## src/rtl/gate_tt_walker.sv

```systemverilog
// Truth-table walker: steps through every {a, b} operand pair, applies the
// latched bitwise gate and streams {idx, a, b, y} rows with a running ones total.
module gate_tt_walker #(
    parameter  int WIDTH = 2,
    localparam int IW    = 2 * WIDTH,
    localparam int CW    = IW + $clog2(WIDTH) + 1
) (
    input  logic             clk,
    input  logic             rst_n,
    input  logic             start,
    input  logic [2:0]       mode,
    input  logic             out_ready,
    output logic             out_valid,
    output logic [IW-1:0]    out_idx,
    output logic [WIDTH-1:0] out_a,
    output logic [WIDTH-1:0] out_b,
    output logic [WIDTH-1:0] out_y,
    output logic             busy,
    output logic             done,
    output logic [CW-1:0]    ones_count
);

    typedef enum logic [1:0] {
        ST_IDLE = 2'd0,
        ST_RUN  = 2'd1,
        ST_DONE = 2'd2
    } state_e;

    localparam logic [IW-1:0] LAST_IDX = {IW{1'b1}};

    function automatic logic [WIDTH-1:0] gate_eval(
        input logic [2:0]       m,
        input logic [WIDTH-1:0] a,
        input logic [WIDTH-1:0] b
    );
        logic [WIDTH-1:0] r;
        case (m)
            3'd0:    r = a;
            3'd1:    r = ~a;
            3'd2:    r = a & b;
            3'd3:    r = ~(a & b);
            3'd4:    r = a | b;
            3'd5:    r = ~(a | b);
            3'd6:    r = a ^ b;
            3'd7:    r = ~(a ^ b);
            default: r = a;
        endcase
        return r;
    endfunction

    function automatic logic [CW-1:0] popcount(input logic [WIDTH-1:0] v);
        logic [CW-1:0] cnt;
        cnt = {CW{1'b0}};
        for (int i = 0; i < WIDTH; i++) begin
            cnt = cnt + CW'(v[i]);
        end
        return cnt;
    endfunction

    state_e            state_q, state_d;
    logic [IW-1:0]     idx_q, idx_d;
    logic [2:0]        mode_q, mode_d;
    logic [CW-1:0]     ones_q, ones_d;
    logic              valid_q, valid_d;
    logic              busy_q, busy_d;
    logic              done_q, done_d;
    logic [WIDTH-1:0]  y_s;

    // Gate result from the registered index and latched mode; after reset this is BUF of 0.
    always_comb begin
        y_s = gate_eval(mode_q, idx_q[IW-1:WIDTH], idx_q[WIDTH-1:0]);
    end

    // Next-state and registered-output logic for the IDLE/RUN/DONE sequencer.
    always_comb begin
        state_d = state_q;
        idx_d   = idx_q;
        mode_d  = mode_q;
        ones_d  = ones_q;
        valid_d = valid_q;
        busy_d  = busy_q;
        done_d  = 1'b0;
        case (state_q)
            ST_IDLE: begin
                if (start) begin
                    state_d = ST_RUN;
                    mode_d  = mode;
                    idx_d   = {IW{1'b0}};
                    ones_d  = {CW{1'b0}};
                    valid_d = 1'b1;
                    busy_d  = 1'b1;
                end else begin
                    valid_d = 1'b0;
                    busy_d  = 1'b0;
                end
            end
            ST_RUN: begin
                if (valid_q && out_ready) begin
                    ones_d = ones_q + popcount(y_s);
                    if (idx_q == LAST_IDX) begin
                        // idx stays on the last row; out_y is a don't-care once valid drops
                        state_d = ST_DONE;
                        valid_d = 1'b0;
                        busy_d  = 1'b0;
                        done_d  = 1'b1;
                    end else begin
                        idx_d = idx_q + IW'(1);
                    end
                end else begin
                    idx_d = idx_q;
                end
            end
            ST_DONE: begin
                state_d = ST_IDLE;
                valid_d = 1'b0;
                busy_d  = 1'b0;
            end
            default: begin
                state_d = ST_IDLE;
                valid_d = 1'b0;
                busy_d  = 1'b0;
            end
        endcase
    end

    // State and output registers; reset abandons any run without a done pulse.
    always_ff @(posedge clk or negedge rst_n) begin
        if (!rst_n) begin
            state_q <= ST_IDLE;
            idx_q   <= {IW{1'b0}};
            mode_q  <= 3'd0;
            ones_q  <= {CW{1'b0}};
            valid_q <= 1'b0;
            busy_q  <= 1'b0;
            done_q  <= 1'b0;
        end else begin
            state_q <= state_d;
            idx_q   <= idx_d;
            mode_q  <= mode_d;
            ones_q  <= ones_d;
            valid_q <= valid_d;
            busy_q  <= busy_d;
            done_q  <= done_d;
        end
    end

    assign out_valid  = valid_q;
    assign out_idx    = idx_q;
    assign out_a      = idx_q[IW-1:WIDTH];
    assign out_b      = idx_q[WIDTH-1:0];
    assign out_y      = y_s;
    assign busy       = busy_q;
    assign done       = done_q;
    assign ones_count = ones_q;

endmodule

```

## config.mk

```make
export PLATFORM = sky130hd
export DESIGN_NAME = gate_tt_walker
export DESIGN_NICKNAME = d
export VERILOG_FILES = /design/src/rtl/gate_tt_walker.sv
export SDC_FILE = /design/constraint.sdc
export NUM_CORES = 1
export LEC_CHECK = 0
export ABC_AREA = 1
export CAP_MARGIN = 10
export CORE_ASPECT_RATIO = 1.5
export CORE_MARGIN = 3
export CORE_UTILIZATION = 45
export DETAILED_ROUTE_END_ITERATION = 7
export GPL_TIMING_DRIVEN = 1
export PLACE_DENSITY = 0.75
export SLEW_MARGIN = 20
export SYNTH_ARGS = -nofsm -noshare
export SYNTH_HDL_FRONTEND = slang
export SYNTH_SLANG_ARGS = --single-unit
```

## constraint.sdc

```tcl
create_clock -name clk -period 2.4 [get_ports clk]
set_input_delay 0.48 -clock clk [delete_from_list [all_inputs] [get_ports clk]]
set_output_delay 0.48 -clock clk [all_outputs]
set_load 0.05 [all_outputs]
```

==> results of run 1 <==
==> flip-flops by register name, summed over array words and instances, names as in the netlist <==
register	count
ones_count	6
state_q	2
busy	1
out_idx	4
mode_q	3
done	1
==> worst max path at each step <==
stage	from	end	slack (ns)	cells past startpoint
after floorplan	out_idx[3]	ones_count[4]	-0.07	12
after global placement	out_idx[3]	ones_count[4]	0.14	12
after detailed placement	out_idx[3]	ones_count[4]	0.04	13
after CTS	out_idx[3]	ones_count[4]	0.008	13
after global routing	out_idx[0]	ones_count[4]	0.009	14
final	out_idx[3]	out_y[1]	0.17	7
==> report_power, final <==
part	switching [mW]	internal, mW
combinational	0.967	0.603
clock	0.0887	0.0646
sequential	0.117	0.378
total	1.17	1.05
==> per-stage QoR <==
stage	util	TNS, ns
2_1_floorplan	-	-0.0728
3_3_place_gp	0.607	0
3_5_place_dp	0.607	0
4_1_cts	0.618	0
5_1_grt	0.636	0
6_report	0.636	0
==> kinds of logic (layout without fill, tap and decap cells) <==
group	Yosys count	after routing	synth area share
buf+inv	30	60	0.117
simple gates	93	93	0.373
compound gates	17	17	0.0734
fa+ha+maj	7	7	0.0785
xor+xnor	1	1	0.00723
flops	17	17	0.351
==> cells in the mapped netlist (all sizes together) <==
library cell / instances
nand2: 48
inv: 22
dfrtp: 17
nor2: 15
nand3: 14
o21ai: 14
nand4: 11
buf: 8
ha: 6
a21oi: 3
or2: 2
fa: 1
nand3b: 1
nor2b: 1
nor3: 1
xor2: 1
==> layout make-up <==
class                   count  area [um2]
inverters                  22        82.6
well taps                  36        45.0
multi-input cells         118         671
flip-flops and latches     17         430
repair buffers             34         338
clock buffers               4        26.3
fillers                   219         912
==> timing repair <==
action                                  CTS  global route
gates resized for setup                   0             8
endpoints found under the setup margin    0             5
setup buffers                             0             3
==> layer usage <==
metal | vias up | GRT usage
met3 | 8 | 0.0172
met1 | 540 | 0.175
met5 | - | 0
met4 | 0 | 0.0918
met2 | 31 | 0.330
li1 | 588 | -
==> metrics.md, run 1 <==
| Metric | Value |
|---|---|
| Cell variety after synth | `24` |
| CP Cell Sequence | `inv_2 -> ha_2 -> nand4_1 -> nand2_1 -> nor2_1 -> nand3_1 -> buf_12` |
| Num ports | `26` |
| Most frequent cells in the layout | `nand2_1, clkdlybuf4s50_1, inv_1, o21ai_0` |
| Cell family with most CP delay | `flip-flops` |
| Setup Skew | `0.00542 ns` |
| DR vias | `1167` |
| Synthesized area | `1210 um2` |
| Remaining DRCs | `0` |
| DRT Wirelength | `2740 um` |
| CP arrival | `about 1.8 ns` |
| Fin area | `1590 um2` |
| Layout Nets | `210` |
| RSZ-0062 raised after global routing | `false` |
| Data required, critical path | `1.92 ns` |
| Met1 wire length | `1070 um` |
| GRT Total Usage | `0.171` |
| Setup CP Type | `flop to output port` |
| H-tree depth | `1` |
| CTS buffer count | `3` |
| Chip width | `48.4 um` |
| Dpl cells | `around 220` |
| Tightest Hold Check Type | `input port to asynchronous set/reset pin` |
| Area growth, synth to finish | `31.5%` |
| Detail Route Antenna Nets | `0` |
| Post-layout min period | `2.23 ns` |
| Mapped Nets | `about 180` |
| DR WL met2 | `1520 um` |
| CTS Buffer Depth | `2` |
| CP max FO | `6` |
| Syn Area/Cell | `7.34 um2` |
| Clock tree root driver cell | `clkbuf_4` |
| Overflow after GRT | `0` |
| Leakage power | `around 0.77 nW` |
| Slew Limit Fails | `0` |
| Power per cell area | `1390 nW/um2` |
| Share of layout cells above drive strength 1 | `0.185` |
| DR WL met3 | `88 um` |
| Crit start category | `flop` |
| Status | `complete, no violations` |
| First-iteration detailed-routing DRC count | `18` |
| Sink Count | `17` |
| Ys Warns | `0` |
| WHS | `0.497 ns` |
| Crit path largest cell delay | `0.46 ns` |
| Cells taking the most area after synthesis | `dfrtp_1, nand2_1, ha_1, inv_1, o21ai_0` |
| R2r endpoint | `ones_count[4]` |
| Hpwl dp | `2150 um` |
| CTS tree | `done` |
| Most common cell after layout, fill and taps aside | `nand2_1` |
| Synthesis-stage register bit count | `17` |
| Hold_buf cts | `0` |
| R2r startpoint | `out_idx[0]` |
| Slew HR | `0.661` |
| Placed instance area | `1520 um2` |
| Initial antenna violation count | `0` |
| Top Metal Used | `met4` |
| Hold Fails Final Rpt | `0` |
| CP endpoint kind | `output port` |
| Global-route wire length before repair | `4690 um` |
| Wire length per cell | `~12 um` |
| Setup slack, reg-to-reg | `between 0.2 and 0.25 ns` |
| Total power | `~2.2 mW` |
| IO buf count | `25` |
| Site Rows | `22` |
| Maximum vdd ir drop | `0.899 mV` |
| Drt first pass iters | `5` |
| Post-Place Worst Slack | `0.0423 ns` |
| Worst Slack Setup Final | `0.169 ns` |
| Largest net degree at the start of global routing | `18` |
| Synth area leader | `dfrtp_1` |
| Die area | `3360 um2` |
| Synth top area share | `0.351` |
| Clk_lat worst skew | `0.29 ns` |
| Post-synthesis sequential area ratio | `0.351` |
| # setup viols final | `0` |
| Worst Max-Slew Pin Slew | `0.506 ns` |
| Worst path buffer plus inverter count | `2` |
| Syn Inst Count | `165` |
| Fin cells | `231` |
| Max Clk Rate | `approximately 450 MHz` |
| Initial Utilization | `0.484` |
| Vias in the first global route | `1153` |
| Die height | `69.5 um` |
| Placer Congestion | `0.871` |
| Slowest CP cell | `dfrtp_2` |
| Fin crit share | `0.930` |
| Core area | `2500 um2` |
| N_diodes | `0` |
| Max Cap Viol | `0` |
| Reg2Reg Depth | `15` |
| Vias/cell | `5.05` |
| Clk slew on worst S/H paths | `around 0.1 ns` |
No activity file was read; power rests on OpenSTA's default activity.
==> run 2: changes to the inputs <==
- TNS_END_PERCENT: not set -> 50
==> run 2 against run 1 <==
Cell count decreased by 1.3%. Global-route usage is 0.20 points lower. Setup slack worse by 0.036 ns. Worst hold slack worse by 0.00054 ns. Sequential power grew 2%. Routed wire length up 0.33%. Non-clock buffer count down 3. Critical path depth up 5.
==> metrics.md, run 2 (synthesized netlist as in run 1, its figures left out) <==
| Metric | Value |
|---|---|
| Status | `complete, no violations` |
| N_diodes | `0` |
| Placer Congestion | `0.923` |
| Max FFs per register | `6` |
| Detail Route Antenna Nets | `0` |
| Fin crit share | `0.945` |
| CTS tree | `done` |
| Sink Count | `17` |
| Setup CP Type | `flop to flop` |
| Hold Fails Final Rpt | `0` |
| Num ports | `26` |
| DRT Wirelength | `2750 um` |
| Chip width | `48.4 um` |
| Reg2Reg Depth | `12` |
| Setup slack, reg-to-reg | `0.13 ns` |
| Vias in the first global route | `1169` |
| Clock tree root driver cell | `clkbuf_4` |
| Area growth, synth to finish | `29.0%` |
| R2r startpoint | `out_idx[3]` |
| Leakage power | `0.759 nW` |
| CP max FO | `5` |
| Hpwl dp | `roughly 2100 um` |
| H-tree depth | `1` |
| Initial antenna violation count | `0` |
| Crit start category | `flop` |
| Worst Slack Setup Final | `0.133 ns` |
| Die height | `roughly 70 um` |
| Most frequent cells in the layout | `nand2_1, clkdlybuf4s50_1, inv_1, dfrtp_1, nor2_1` |
| First-iteration detailed-routing DRC count | `30` |
| Max Cap Viol | `0` |
| CP Cell Sequence | `inv_2 -> ha_2 -> nand4_1 -> nand2_1 -> nand3b_1 -> nand2_1 -> fa_2 -> inv_2 -> ha_4 -> nand4_1 -> nand4_1 -> o21ai_0` |
| Most used cell, CP | `nand4_1` |
| Post-Place Worst Slack | `0.00472 ns` |
| R2r endpoint | `ones_count[4]` |
| Site Rows | `22` |
| Clk_lat worst skew | `slightly below 0.3 ns` |
| CTS Buffer Depth | `2` |
| Die area | `around 3400 um2` |
| Remaining DRCs | `0` |
| Setup Skew | `0.00563 ns` |
| Hold_buf cts | `0` |
| Drt first pass iters | `4` |
| Wire length per cell | `12.1 um` |
| Vias/cell | `between 5 and 6` |
| Worst Max-Slew Pin Slew | `0.496 ns` |
| IO buf count | `25` |
| Core area | `2500 um2` |
| Initial Utilization | `0.484` |
| Largest net degree at the start of global routing | `18` |
| Slew Limit Fails | `0` |
| CP endpoint kind | `flop` |
| Slew HR | `0.668` |
| Most common cell after layout, fill and taps aside | `nand2_1` |
| Crit path largest cell delay | `0.42 ns` |
| Dpl cells | `about 220` |
| Max Clk Rate | `441 MHz` |
| CTS buffer count | `3` |
| Fin cells | `roughly 230` |
| Post-layout min period | `~2.3 ns` |
| Clk slew on worst S/H paths | `0.11 ns` |
| Tightest Hold Check Type | `input port to asynchronous set/reset pin` |
| Data required, critical path | `2.58 ns` |
| Maximum vdd ir drop | `0.803 mV` |
| Power per cell area | `between 1000 and 1500 nW/um2` |
| RSZ-0062 raised after global routing | `false` |
| Layout Nets | `~210` |
| Global-route wire length before repair | `~4600 um` |
| DR vias | `1188` |
| Slowest CP cell | `dfrtp_2` |
| CP arrival | `2.45 ns` |
| Share of layout cells above drive strength 1 | `0.151` |
| # setup viols final | `0` |
| GRT Total Usage | `0.169` |
| Overflow after GRT | `0` |
## run 2: worst max-delay path: cells and delay by family (launching register included)
kind	cells	cell delay, ns
buf+inv	2	0.15
fa+ha+maj	3	0.88
compound gates	1	0.08
flops	1	0.42
simple gates	6	0.62
## run 2: final cells by class
| cell class | instances | area, um2 |
|---|---|---|
| fill | 211 | 942 |
| clock inverter | 1 | 5.00 |
| tap | 36 | 45.0 |
| timing repair buffer | 31 | 315 |
| multi-input combinational | 118 | 666 |
| clock buffer | 3 | 22.5 |
| inverter | 22 | 82.6 |
| sequential | 17 | 427 |
## run 2: worst max-delay path by stage
stage | endpoint | startpoint | slack (ns)
CTS | ones_count[4] | out_idx[3] | 0.01
global route | ones_count[4] | out_idx[3] | 0.004
finish | ones_count[4] | out_idx[3] | 0.13
floorplan | ones_count[4] | out_idx[2] | -0.17
global placement | ones_count[4] | out_idx[3] | 0.14
detailed placement | ones_count[4] | out_idx[3] | 0.005
## run 2: through the flow
step / hold WS, ns / instance area (um2) / util / TNS [ns] / power [mW]
after floorplan: 0.184 / 1220 / - / -0.244 / 1.51
after global placement: 0.552 / 1520 / 0.606 / 0 / 1.97
after detailed placement: 0.563 / 1520 / 0.606 / 0 / 2.00
after CTS: 0.499 / 1550 / 0.618 / 0 / 2.18
after global routing: 0.504 / 1560 / 0.624 / 0 / 2.37
final: 0.497 / 1560 / 0.624 / 0 / 2.22
## run 2: report_power, final
part | total (mW) | switching, mW | internal, mW
combinational | 1.56 | 0.962 | 0.594
sequential | 0.503 | 0.130 | 0.373
clock | 0.156 | 0.0943 | 0.0620
## run 2: routing by layer
layer  share of wire  global-route usage
met5               0                   0
met4           0.027              0.0823
met3           0.037              0.0172
met2            0.55               0.331
met1            0.39               0.171
## run 2: repair_timing
action,in CTS,in global routing
gates resized for setup,1,6
endpoints found under the setup margin,1,5
buffers inserted,0,0
endpoints found under the hold margin,0,0
==> run 3: changes to the inputs <==
==> constraint.sdc (replaced) <==
create_clock -name clk -period 2.4 [get_ports clk]
set_input_delay 0.6 -clock clk [delete_from_list [all_inputs] [get_ports clk]]
set_output_delay 0.6 -clock clk [all_outputs]
set_load 0.05 [all_outputs]
==> run 3 against run 2 <==
Clock skew hardly changed. Setup slack worse by 0.058 ns. Via count stayed put. Routed wire length is 0.11% lower. Combinational power is 4% higher. Highest routed layer unchanged.
==> metrics.md, run 3 (synthesized netlist as in run 1, its figures left out) <==
| Metric | Value |
|---|---|
| Placed instance area | `1520 um2` |
| Multi-input gate area | `693 um2` |
| Most frequent cells in the layout | `nand2_1, clkdlybuf4s50_1, inv_1` |
| DR vias | `1188` |
| Power per cell area | `1400 nW/um2` |
| Crit path from | `out_idx[0]` |
| H-tree depth | `1` |
| Crit path largest cell delay | `0.79 ns` |
| Maximum vdd ir drop | `0.873 mV` |
| Fin area | `1640 um2` |
| Clk slew on worst S/H paths | `~0.10 ns` |
| Chip width | `48.4 um` |
| Aggregate negative setup slack | `0 ns` |
| Fillers | `206` |
| Wire length per cell | `11.7 um` |
| Hpwl dp | `2070 um` |
| Max Clk Rate | `430 MHz` |
| GRT Total Usage | `0.169` |
| Max FFs per register | `6` |
| Slew HR | `0.664` |
| WHS | `0.581 ns` |
| Worst hold path endpoint | `busy` |
| Drt first pass iters | `4` |
| Most common cell after layout, fill and taps aside | `nand2_1` |
| Initial Utilization | `0.484` |
| Vias in the first global route | `1099` |
| Vias/cell | `5.08` |
| Initial antenna violation count | `0` |
| Hold Fails Final Rpt | `0` |
| Total power | `2.29 mW` |
| Worst Max-Slew Pin Slew | `approximately 0.50 ns` |
| Layout Nets | `approximately 210` |
| Global-route wire length before repair | `4690 um` |
| Setup Skew | `0.00559 ns` |
| Placer Congestion | `0.903` |
| Remaining DRCs | `0` |
| Origin of the worst min-delay path | `busy` |
| Sink Count | `17` |
| First-iteration detailed-routing DRC count | `42` |
| Die height | `69.5 um` |
| Post-layout min period | `2.33 ns` |
| Site Rows | `22` |
| Max Cap Viol | `0` |
| Tightest Hold Check Type | `flop to flop` |
| R2r startpoint | `out_idx[3]` |
| Setup slack, reg-to-reg | `0.22 ns` |
| Clk_lat worst skew | `0.28 ns` |
| N_diodes | `0` |
| CTS tree | `done` |
| Slowest CP cell | `clkdlybuf4s50_1` |
| Data required, critical path | `1.80 ns` |
| Overflow after GRT | `0` |
| CTS buffer count | `3` |
| Status | `complete, no violations` |
| Core area | `~2500 um2` |
| CP arrival | `1.73 ns` |
| Num ports | `26` |
| Crit start category | `flop` |
| Most used cell, CP | `buf_4` |
| Share of layout cells above drive strength 1 | `0.232` |
| Hold depth | `2` |
| IO buf count | `25` |
| Clock tree root driver cell | `clkbuf_4` |
| # setup viols final | `0` |
| R2r endpoint | `ones_count[4]` |
| CTS Buffer Depth | `2` |
| Reg2Reg Depth | `13` |
| Largest net degree at the start of global routing | `18` |
| Fin crit share | `0.969` |
| CP Cell Sequence | `buf_4 -> buf_4 -> clkdlybuf4s50_1` |
| CP endpoint kind | `output port` |
| Leakage power | `0.783 nW` |
| DRT Wirelength | `2750 um` |
| CP max FO | `5` |
| Register area | `432 um2` |
| Setup CP Type | `flop to output port` |
| Area growth, synth to finish | `35.3%` |
| Detail Route Antenna Nets | `0` |
| Die area | `roughly 3400 um2` |
| Slew Limit Fails | `0` |
==> run 3: repair_timing <==
| item | in CTS | in global routing |
|---|---|---|
| pin swaps | 0 | 8 |
| gates resized for setup | 0 | 15 |
| endpoints found under the setup margin | 1 | 6 |
| setup buffers | 3 | 5 |
| hold buffers | 0 | 0 |
==> run 3: worst max-delay path, delay by kind of cell (launching register included) <==
family / cells / cell delay (ns)
DFF: 1 / 0.43
buffers and inverters: 3 / 1.02
==> run 3: layout make-up <==
cell class,count,area share
clock buffer,4,0.0160
inverter,22,0.0504
multi-input combinational,118,0.423
sequential,17,0.263
tap,36,0.0275
timing repair buffer,37,0.220
==> run 3: worst max path at each step <==
stage,to,slack [ns],cells after the start
floorplan,ones_count[4],0.01,12
global placement,ones_count[4],0.13,16
detailed placement,ones_count[4],0.003,16
CTS,ones_count[4],0.03,16
global route,ones_count[4],-0.004,16
finish,out_b[0],0.07,3
==> run 3: report_power, final <==
group	internal (mW)	total (mW)	leakage (nW)	switching, mW
combinational	0.645	1.63	0.555	0.989
clock	0.0645	0.153	0.0150	0.0882
sequential	0.379	0.503	0.212	0.124
==> run 3: per-stage QoR <==
stage	utilization	instances	setup slack, ns
final	0.654	234	0.0747
after global routing	0.654	234	-0.00361
after CTS	0.626	229	0.0290
after detailed placement	0.606	222	0.00283
after global placement	0.606	222	0.128
after floorplan	-	165	0.0139
==> run 3: routing by layer <==
| metal | wire (um) | vias to the layer above | global-route usage | part of all wire |
|---|---|---|---|---|
| li1 | - | 593 | - | - |
| met1 | 1110 | 550 | 0.194 | 0.40 |
| met2 | 1480 | 35 | 0.311 | 0.54 |
| met3 | 95 | 10 | 0.0215 | 0.035 |
| met4 | 59 | 0 | 0.0633 | 0.021 |
| met5 | 0 | - | 0 | 0 |
